<file path="src/rtl/cpu_pkg.sv">
// Shared CPU constants: reset/exception vectors, instruction-memory bounds, exception codes.
package cpu_pkg;

   localparam logic [31:0] PC_RESET  = 32'h0000_3000;
   localparam logic [31:0] EXC_ENTRY = 32'h0000_4180;
   localparam logic [31:0] IM_LO     = 32'h0000_3000;
   localparam logic [31:0] IM_HI     = 32'h0000_6FFC;
   localparam logic [4:0]  EXC_ADEL  = 5'd4;
   localparam logic [4:0]  EXC_NONE  = 5'd0;

endpackage

</file>
<file path="src/rtl/fd_reg.sv">
// F/D pipeline register. A flush overrides the enable: it loads flush_pc_i and clears the rest.
module fd_reg
   import cpu_pkg::*;
#(
   parameter logic [31:0] RST_PC = 32'h0000_3000
) (
   input  logic        clk,
   input  logic        reset,
   input  logic        en_i,
   input  logic        flush_i,
   input  logic [31:0] flush_pc_i,
   input  logic [31:0] pc_i,
   input  logic [31:0] instr_i,
   input  logic [4:0]  exccode_i,
   input  logic        bd_i,
   output logic [31:0] pc_o,
   output logic [31:0] instr_o,
   output logic [4:0]  exccode_o,
   output logic        bd_o
);

   logic [31:0] pc_q, pc_d;
   logic [31:0] instr_q, instr_d;
   logic [4:0]  exc_q, exc_d;
   logic        bd_q, bd_d;

   always_comb begin
      pc_d    = pc_q;
      instr_d = instr_q;
      exc_d   = exc_q;
      bd_d    = bd_q;
      if (flush_i) begin
         pc_d    = flush_pc_i;
         instr_d = '0;
         exc_d   = EXC_NONE;
         bd_d    = 1'b0;
      end else if (en_i) begin
         pc_d    = pc_i;
         instr_d = instr_i;
         exc_d   = exccode_i;
         bd_d    = bd_i;
      end
   end

   always_ff @(posedge clk) begin
      if (!reset) begin
         pc_q    <= RST_PC;
         instr_q <= '0;
         exc_q   <= EXC_NONE;
         bd_q    <= 1'b0;
      end else begin
         pc_q    <= pc_d;
         instr_q <= instr_d;
         exc_q   <= exc_d;
         bd_q    <= bd_d;
      end
   end

   assign pc_o      = pc_q;
   assign instr_o   = instr_q;
   assign exccode_o = exc_q;
   assign bd_o      = bd_q;

endmodule

</file>
<file path="src/rtl/fetch_stage.sv">
// Fetch stage: PC register, AdEL check and F/D register control.
// Optional fetch counter output enabled with macro FETCH_PERF_CNT_EN.
module fetch_stage
   import cpu_pkg::IM_LO, cpu_pkg::IM_HI, cpu_pkg::EXC_ADEL, cpu_pkg::EXC_NONE;
#(
   parameter logic [31:0] PC_RESET  = cpu_pkg::PC_RESET,
   parameter logic [31:0] EXC_ENTRY = cpu_pkg::EXC_ENTRY
) (
   input  logic        clk,
   input  logic        reset,
   input  logic [31:0] npc,
   input  logic        stall,
   input  logic        req,
   input  logic        D_eret,
   input  logic        D_is_bj,
   input  logic [31:0] i_inst_rdata,
   output logic [31:0] i_inst_addr,
   output logic [31:0] F_pc,
   output logic [31:0] D_pc,
   output logic [31:0] D_instr,
   output logic [4:0]  D_exccode,
   output logic        D_bd
`ifdef FETCH_PERF_CNT_EN
   ,
   output logic [31:0] fetch_cnt
`endif
);

   logic [31:0] pc_q, pc_d;
   logic        f_adel;
   logic [31:0] f_instr;
   logic [4:0]  f_exccode;
   logic        fd_flush;
   logic [31:0] fd_flush_pc;

   assign f_adel    = (pc_q[1:0] != 2'b00) | (pc_q < IM_LO) | (pc_q > IM_HI);
   assign f_instr   = f_adel ? 32'h0 : i_inst_rdata;
   assign f_exccode = f_adel ? EXC_ADEL : EXC_NONE;

   // An eret under stall must not flush: the stall freezes D, eret retires later.
   assign fd_flush    = req | (D_eret & ~stall);
   assign fd_flush_pc = req ? EXC_ENTRY : pc_q;

   always_comb begin
      pc_d = pc_q;
      if (req || !stall) pc_d = npc;
   end

   always_ff @(posedge clk) begin
      if (!reset) pc_q <= PC_RESET;
      else        pc_q <= pc_d;
   end

   assign F_pc        = pc_q;
   assign i_inst_addr = pc_q;

   fd_reg #(.RST_PC(PC_RESET)) u_fd_reg (
      .clk        (clk),
      .reset      (reset),
      .en_i       (~stall),
      .flush_i    (fd_flush),
      .flush_pc_i (fd_flush_pc),
      .pc_i       (pc_q),
      .instr_i    (f_instr),
      .exccode_i  (f_exccode),
      .bd_i       (D_is_bj),
      .pc_o       (D_pc),
      .instr_o    (D_instr),
      .exccode_o  (D_exccode),
      .bd_o       (D_bd)
   );

`ifdef FETCH_PERF_CNT_EN
   logic [31:0] cnt_q, cnt_d;

   always_comb begin
      cnt_d = cnt_q;
      if (!req && !stall && !D_eret && !f_adel) cnt_d = cnt_q + 32'd1;
   end

   always_ff @(posedge clk) begin
      if (!reset) cnt_q <= '0;
      else        cnt_q <= cnt_d;
   end

   assign fetch_cnt = cnt_q;
`endif

endmodule

</file>
<file path="config.mk">
export PLATFORM = sky130hd
export DESIGN_NAME = fetch_stage
export DESIGN_NICKNAME = d
export VERILOG_FILES = /design/src/rtl/cpu_pkg.sv /design/src/rtl/fd_reg.sv /design/src/rtl/fetch_stage.sv
export SDC_FILE = /design/constraint.sdc
export NUM_CORES = 1
export LEC_CHECK = 0
export CORE_MARGIN = 1.5
export CORE_UTILIZATION = 35
export DETAILED_ROUTE_END_ITERATION = 10
export PLACE_DENSITY_LB_ADDON = 0.08
export SLEW_MARGIN = 25
export SYNTH_ARGS = -nofsm -noshare
export SYNTH_HDL_FRONTEND = slang
export SYNTH_SLANG_ARGS = --single-unit
</file>
<file path="constraint.sdc">
create_clock -name clk -period 4.5 [get_ports clk]
set_clock_uncertainty 0.1 [all_clocks]
set_input_delay 1.35 -clock clk [delete_from_list [all_inputs] [get_ports clk]]
set_output_delay 1.35 -clock clk [all_outputs]
set_load 0.01 [all_outputs]
</file>
### After elaboration in Yosys (flattened, before gate mapping)

Index checks and enable logic that the tools add are counted.

| word-level totals | value |
|---|---|
| bits in registers | 102 |
| output and inout bits | 134 |
| logic and storage cells | 23 |
| bits of input ports | 70 |

| cells by class | value |
|---|---|
| bitwise gates (word level) | 6 |
| reduce and logical (&&, ||, !) cells | 4 |
| equal/unequal tests | 1 |
| multiplexer cells | 5 |
| $lt $le $gt $ge | 2 |

Operators with widths:

| operator | count |
|---|---|
| $mux 32 | 4 |
| $gt 32x15->1 const B | 1 |
| $lt 32x14->1 const B | 1 |
| $mux 3 | 1 |
| $or 1x1->1 | 3 |
| $ne 2x1->1 const B | 1 |
| $not 1->1 | 2 |
| $reduce_bool 2->1 | 1 |
| $reduce_or 2->1 | 1 |
| $and 1x1->1 | 1 |
| $logic_not 1->1 | 1 |
| $logic_or 1x1->1 | 1 |

### Depth between registers and ports, before layout

Gate-level depths: netlist (run 1).

| logic depth | value |
|---|---|
| word-level depth | 4 |
| mapped depth | 6 |
| depth with buffers taken out | 4 |

### By module

Synthesis (run 1) repeated with hierarchy kept, for this count alone.

| second synthesis, totals | value |
|---|---|
| cell total of the unflattened synthesis | 528 |
| area, all modules | 5340.1 um^2 |

Modules (own cells, without submodules):

| module | cells an instance | times used | seq. area each (um^2) | area each (um^2) |
|---|---|---|---|---|
| fd_reg | 267 | 1 | 1401.3 | 3093.0 |
| fetch_stage | 261 | 1 | 640.6 | 2247.2 |

### Worst setup path after synthesis (run 1)

Ideal clock, no wire load.

| timing | value |
|---|---|
| path kind | input -> register |
| start point | input port stall |
| end point | register u_fd_reg.exc_q[2], in the netlist u_fd_reg.exccode_o[2] |
| data required time | 4.284 ns |
| library setup time | 0.116 ns |
| path buffers | 1 |
| slack | 2.103 ns |
| arrival | 2.181 ns |
| cell stages on the path | 5 |
| cells stage by stage | nor4_1 and3_1 nand4_4 buf_6 o211a_1 |

| between the ends | value |
|---|---|
| longest elaborated chain between the ends | 4 |

RTL lines:

| item | RTL line | text |
|---|---|---|
| start, declared | fetch_stage.sv:12 | `input logic stall,` |
| $not 1->1 | - |  |
| $and 1x1->1 | fetch_stage.sv:41 | `assign fd_flush = req \| (D_eret & ~stall);` |
| $or 1x1->1 | fetch_stage.sv:41 |  |
| $reduce_or 2->1 (no source line) | - |  |
| end signal, assigned | fd_reg.sv:49 | `exc_q <= EXC_NONE;` |
| end signal, assigned | fd_reg.sv:54 | `exc_q <= exc_d;` |
| end, declared | fd_reg.sv:24 | `logic [4:0] exc_q, exc_d;` |

Parallel ways exist; a longest one is shown, timed or not.
A chain may end at the register's enable or synchronous reset.

### Final worst setup path (run 1)

| timing | value |
|---|---|
| start point | input port reset |
| end point | register u_fd_reg.instr_q[4], in the netlist u_fd_reg.instr_o[4] |

| between the ends | value |
|---|---|
| longest elaborated chain between the ends | 2 |

RTL lines:

| item | RTL line | text |
|---|---|---|
| start, declared | fetch_stage.sv:10 | `input logic reset,` |
| $not 1->1 (no source line) | - |  |
| $reduce_or 2->1 (no source line) | - |  |
| end signal, assigned | fd_reg.sv:53 | `instr_q <= instr_d;` |
| end, declared | fd_reg.sv:23 | `logic [31:0] instr_q, instr_d;` |

Every way passes these cells.

==> results of run 1 <==
==> critical path, cell delays in order <==
cell and delay (ps):
clkdlybuf4s50_1 460, buf_4 310, nand2b_1 170, a21oi_4 130, buf_4 500, nand2_1 160, o21ai_2 140
==> synth_stat cells (2+ instances only) <==
library cell   n  area (um2)
dfxtp_1       98        1960
nand2_1       97         364
buf_4         38         285
nand3_1       34         170
a21boi_0      30         225
mux2i_1       30         300
nor2_1        29         109
o21ai_2       29         254
buf_2         12        60.1
clkbuf_1      11        41.3
o21ai_0        5        25.0
buf_6          3        33.8
mux2_2         3        33.8
nor4_1         3        18.8
o21a_1         3        22.5
buf_1          2        7.51
nand2b_1       2        12.5
nor4_2         2        25.0
==> cells by family after synthesis <==
| logic type | after synthesis |
|---|---|
| flops | 98 |
| xor+xnor | 1 |
| buf+inv | 67 |
| compound gates | 70 |
| simple gates | 169 |
| other cells | 1 |
| mux | 33 |
==> power groups by stage <==
| stage | Combinational [W] | Sequential, W | Clock (W) |
|---|---|---|---|
| floorplan | 0.000125 | 0.000949 | 0 |
| global placement | 0.000276 | 0.000942 | 0 |
| detailed placement | 0.000277 | 0.000944 | 0 |
| CTS | 0.000280 | 0.000924 | 0.000770 |
| global route | 0.000299 | 0.000928 | 0.000812 |
| finish | 0.000276 | 0.000923 | 0.000746 |
==> stage by stage <==
step,util [%],worst slack [ps],cells
final,55.4,1410,737
after detailed placement,52.8,1050,721
after global placement,52.8,1100,721
after global routing,55.4,1200,737
after CTS,55.4,1400,737
after floorplan,-,2100,442
==> state kept, by name, indices dropped and copies added (netlist names) <==
| register | flops |
|---|---|
| u_fd_reg.exccode_o | 1 |
| u_fd_reg.instr_o | 32 |
| u_fd_reg.pc_o | 32 |
| u_fd_reg.bd_o | 1 |
| F_pc | 32 |
==> worst paths after layout <==
path | end | cells past startpoint | startpoint
hold reg to reg | u_fd_reg.instr_o[16] | 2 | u_fd_reg.instr_o[16]
setup / recovery | u_fd_reg.instr_o[4] | 7 | reset
setup reg to reg | u_fd_reg.instr_o[31] | 4 | F_pc[27]
hold / removal | u_fd_reg.instr_o[16] | 2 | u_fd_reg.instr_o[16]
==> layout make-up <==
cell class              instances  area share, %
repair buffers                205           33.3
well taps                     140           2.87
clock inverters                 7          0.983
inverters                       1         0.0615
multi-input cells             277           27.0
clock buffers                   9           3.69
flip-flops and latches         98           32.1
==> metal layers <==
metal | part of all wire, % | wire, um | global-route usage [%] | vias up
li1 | - | - | - | 1723
met1 | 44 | 4850 | 22.7 | 1615
met2 | 46 | 5000 | 29.5 | 134
met3 | 8.4 | 916 | 5.00 | 16
met4 | 1.7 | 187 | 7.42 | 0
met5 | 0 | 0 | 0 | -
==> placed cells by master (no fill, tap or decap), types with 5 or more instances in the layout <==
cell type / n
clkdlybuf4s50_1: 198
clkinv_2: 6
mux2i_1: 30
o21ai_2: 29
dfxtp_1: 98
clkbuf_16: 9
o21ai_0: 5
nor2_1: 28
a21boi_0: 30
nand3_1: 34
buf_4: 7
nand2_1: 97
==> flow_summary.yaml, run 1 <==
status:
  outcome: "complete, no violations"
detailed_routing:
  dr_total_vias: 3488
  drtPass1Iterations: 4
  drt-wirelength-per-cell_um: 14.9
  ant_nets: 0
  dr.first_iter.drc_count: 129
  vias_per_cell: 4.73
  wl_um: 11000
  drc: 0
sta:
  finalSetupViolCount: 0
  finalCriticalPeriod_ps: 3090
  fmax_ghz: 0.324
  rsz0062_at_grt: "no"
  totalNegativeSetupSlack_ps: 0
  timing.hold.ws_ps: 383
  finalCritPeriodShare_pct: 68.6
  worst_slew_pin_slew_ps: 764
  report.final.slew_viol_count: 0
  final-hold-violation-count: 0
  relSlewSlack_pct: 49.0
finish:
  final_nets: 662
  final_area_um2: 6110
  final_layout_size_suffix_gt1_share_pct: 10.1
  antennaDiodeCount: 0
  multi_input_area_um2: 1650
  nFillCells: 1037
  synthToLayoutAreaGrowth_pct: 52.1
  regArea_um2: 1960
clock_network:
  clk_latency_ps: 330
  cts_hold_buf: 0
  cts_root_buf: "clkbuf_16"
  cts_resized: 0
  numClockSinks: 98
  cts_tree: "built"
  post-cts-setup-buffers: 0
  cts_buffers: 9
  clkTransAtPathRegs_ps: 70
  htreeDepth: 3
  cts_buffer_depth: 2
placement:
  placed_area_um2: 5820
  dp.final_hpwl_um: 7670
  place_congestion: 0.725
  portBuffers: 199
floorplan:
  ioPinCount: 204
  placement_rows: 38
  dieArea_um2: 12100
  initial_core_util_pct: 36.4
  die_height_um: 110
  die_w_um: 110
  design.core.area_um2: 11000
critical_path:
  arrival_ps: 3240
  end_kind: "flop"
  path_class: "primary input to flop"
  reg2reg_slack_ps: 2350
  cp-start-kind: "primary input"
  cp_max_fo: 65
  cp_data_required_time_ps: 4660
power:
  peakVddDrop_mv: 0.151
  p_leak_nw: 2.32
  pwr_density_cell_nw_per_um2: 318
  p_total_w: 0.00194
  p_int_w: 0.00148
  power_frac_comb_pct: 14.2
  netSwitchingPower_w: 0.000465
  pwr-share-clk_pct: 38.3
  seqPwrFrac_pct: 47.5
  swShare_pct: 23.9
global_routing:
  grt_pass1_wl_um: 17000
  grt_max_degree: 66
  grt_pass1_vias: 3440
  grtUsageTotal_pct: 18.1
  antenna_found_initial: 0
  grt_overflow: 0
yosys:
  syn-instance-count: 439
  synth_area_per_cell_um2: 9.15
  async_flop_share_pct: 0
  ys.flop_type: "dfxtp_1"
  muxShareOfSynthArea_pct: 8.32
  synth-seq-cells: 98
  syn_area_um2: 4020
  synth_xor_xnor_area_share_pct: 0.218
  ys_warn_count: 0
  synth-seq-area-share_pct: 48.8
  synth_edf_count: 0
  synth_cell_types: 26
  synth_compound_area_share_pct: 13.7
  synth_top_family_by_area: "simple AND/OR/NAND/NOR gates"
  synthAdderAreaFrac_pct: 0
  synth_simple_gate_area_share_pct: 18.1
min_path:
  hold_path_class: "flop to flop"
run:
  drv_cap: 0
(Power assumes the default switching activity.)
==> run 2: changes to the inputs <==
clock period = 2.8 ns   (was 4.5 ns; I/O delays follow)
==> flow_summary.yaml, run 2 (synthesis gave the netlist of run 1 again) <==
status:
  outcome: "complete, no violations"
sta:
  fin_ws_ps: 469
  relSlewSlack_pct: 64.2
  finalSetupViolCount: 0
  worst_slew_pin_slew_ps: 537
  rsz0062_at_grt: "no"
  fmax_ghz: 0.429
  report.final.slew_viol_count: 0
  final-hold-violation-count: 0
  totalNegativeSetupSlack_ps: 0
  finalCriticalPeriod_ps: 2330
  finalCritPeriodShare_pct: 83.2
  timing.hold.ws_ps: 380
clock_network:
  cts_root_buf: "clkbuf_16"
  numClockSinks: 98
  clk_latency_ps: 330
  htreeDepth: 3
  cts_buffers: 9
  cts_buffer_depth: 2
  cts_hold_buf: 0
  cts_tree: "built"
  cts_resized: 0
  post-cts-setup-buffers: 0
  clkTransAtPathRegs_ps: 70
power:
  p_total_w: 0.00319
  pwr_density_cell_nw_per_um2: 516
  peakVddDrop_mv: 0.284
  p_leak_nw: 2.35
detailed_routing:
  vias_per_cell: 4.68
  dr_total_vias: 3475
  drc: 0
  dr.first_iter.drc_count: 168
  drt-wirelength-per-cell_um: 14.6
  wl_um: 10800
  ant_nets: 0
  drtPass1Iterations: 4
placement:
  portBuffers: 199
  place_congestion: 0.736
  dp.final_hpwl_um: 7590
  dp_cells: 726
  place_ws_ps: 377
critical_path:
  path_class: "flop to primary output"
  cp_top_family: "buffers and inverters"
  timing.rr.start: "F_pc[27]"
  slowest_stage: "clkdlybuf4s50_1"
  end_kind: "primary output"
  cp-start-kind: "flop"
  crit_start: "F_pc[22]"
  arrival_ps: 1390
  cp_data_required_time_ps: 1860
  cp_max_fo: 5
  worstPathCellList: "clkdlybuf4s50_1"
  slowest_delay_ps: 590
  worst-path-buf-inv: 1
global_routing:
  grt_pass1_vias: 3308
  met1_usage_pct: 21.5
  grt_pass1_wl_um: 16500
  grt_max_degree: 66
  antenna_found_initial: 0
  grtUsageTotal_pct: 17.6
  met2_usage_pct: 29.5
  grt_util_met3_pct: 4.82
  grt_overflow: 0
  grt-busiest-layer: "met2"
min_path:
  hp-start: "u_fd_reg.instr_o[0]"
  hold_path_class: "flop to flop"
finish:
  antennaDiodeCount: 0
  final_cell_mix: "clkdlybuf4s50_1 (198), dfxtp_1 (98), nand2_1 (97)"
  multi_input_area_um2: 1650
  regArea_um2: 1960
  final_layout_size_suffix_gt1_share_pct: 10.8
  final_nets: 667
  synthToLayoutAreaGrowth_pct: 53.8
  nFillCells: 1039
  mostFrequentLayoutCell: "clkdlybuf4s50_1"
  layoutNonFillerInstCount: 742
floorplan:
  ioPinCount: 204
  design.core.area_um2: 11000
  die_w_um: 110
  placement_rows: 38
  initial_core_util_pct: 36.4
  die_height_um: 110
  dieArea_um2: 12100
run:
  drv_cap: 0
[run 2: cell count changes in the layout (fill, tap and decap cells not counted)]
cell / before / now
buf_12: 0 / 1
clkinv_2: 6 / 3
buf_4: 7 / 11
clkinvlp_4: 0 / 1
clkbuf_8: 0 / 2
[run 2: power breakdown]
group          switching, W  total [W]  internal [W]
Clock              0.000515    0.00125      0.000737
Sequential        0.0000458    0.00148       0.00144
Combinational      0.000188   0.000451      0.000263
[run 2: metrics by stage]
stage / utilization (%) / cell area, um2
CTS: 56.0 / 6180
floorplan: - / 4030
global placement: 53.2 / 5870
detailed placement: 53.2 / 5870
finish: 56.0 / 6180
global route: 56.0 / 6180
[run 2: final timing paths]
path | to | slack [ps] | cells past startpoint
worst min register to register | u_fd_reg.instr_o[0] | 380 | 2
worst max-delay path | i_inst_addr[22] | 470 | 1
worst max register to register | u_fd_reg.instr_o[31] | 960 | 5
worst min-delay path | u_fd_reg.instr_o[0] | 380 | 2
[run 2: cell type report]
cell class | count | share of cell area (%)
clock buffer | 11 | 4.09
clock inverter | 5 | 0.851
multi-input combinational | 277 | 26.7
tap | 140 | 2.84
timing repair buffer | 210 | 33.7
inverter | 1 | 0.0608
sequential | 98 | 31.8
[run 2: metal layers]
metal | wire (um) | vias to the layer above
li1 | - | 1730
met1 | 4720 | 1606
met2 | 5020 | 129
met3 | 956 | 10
met4 | 131 | 0
met5 | 0 | -
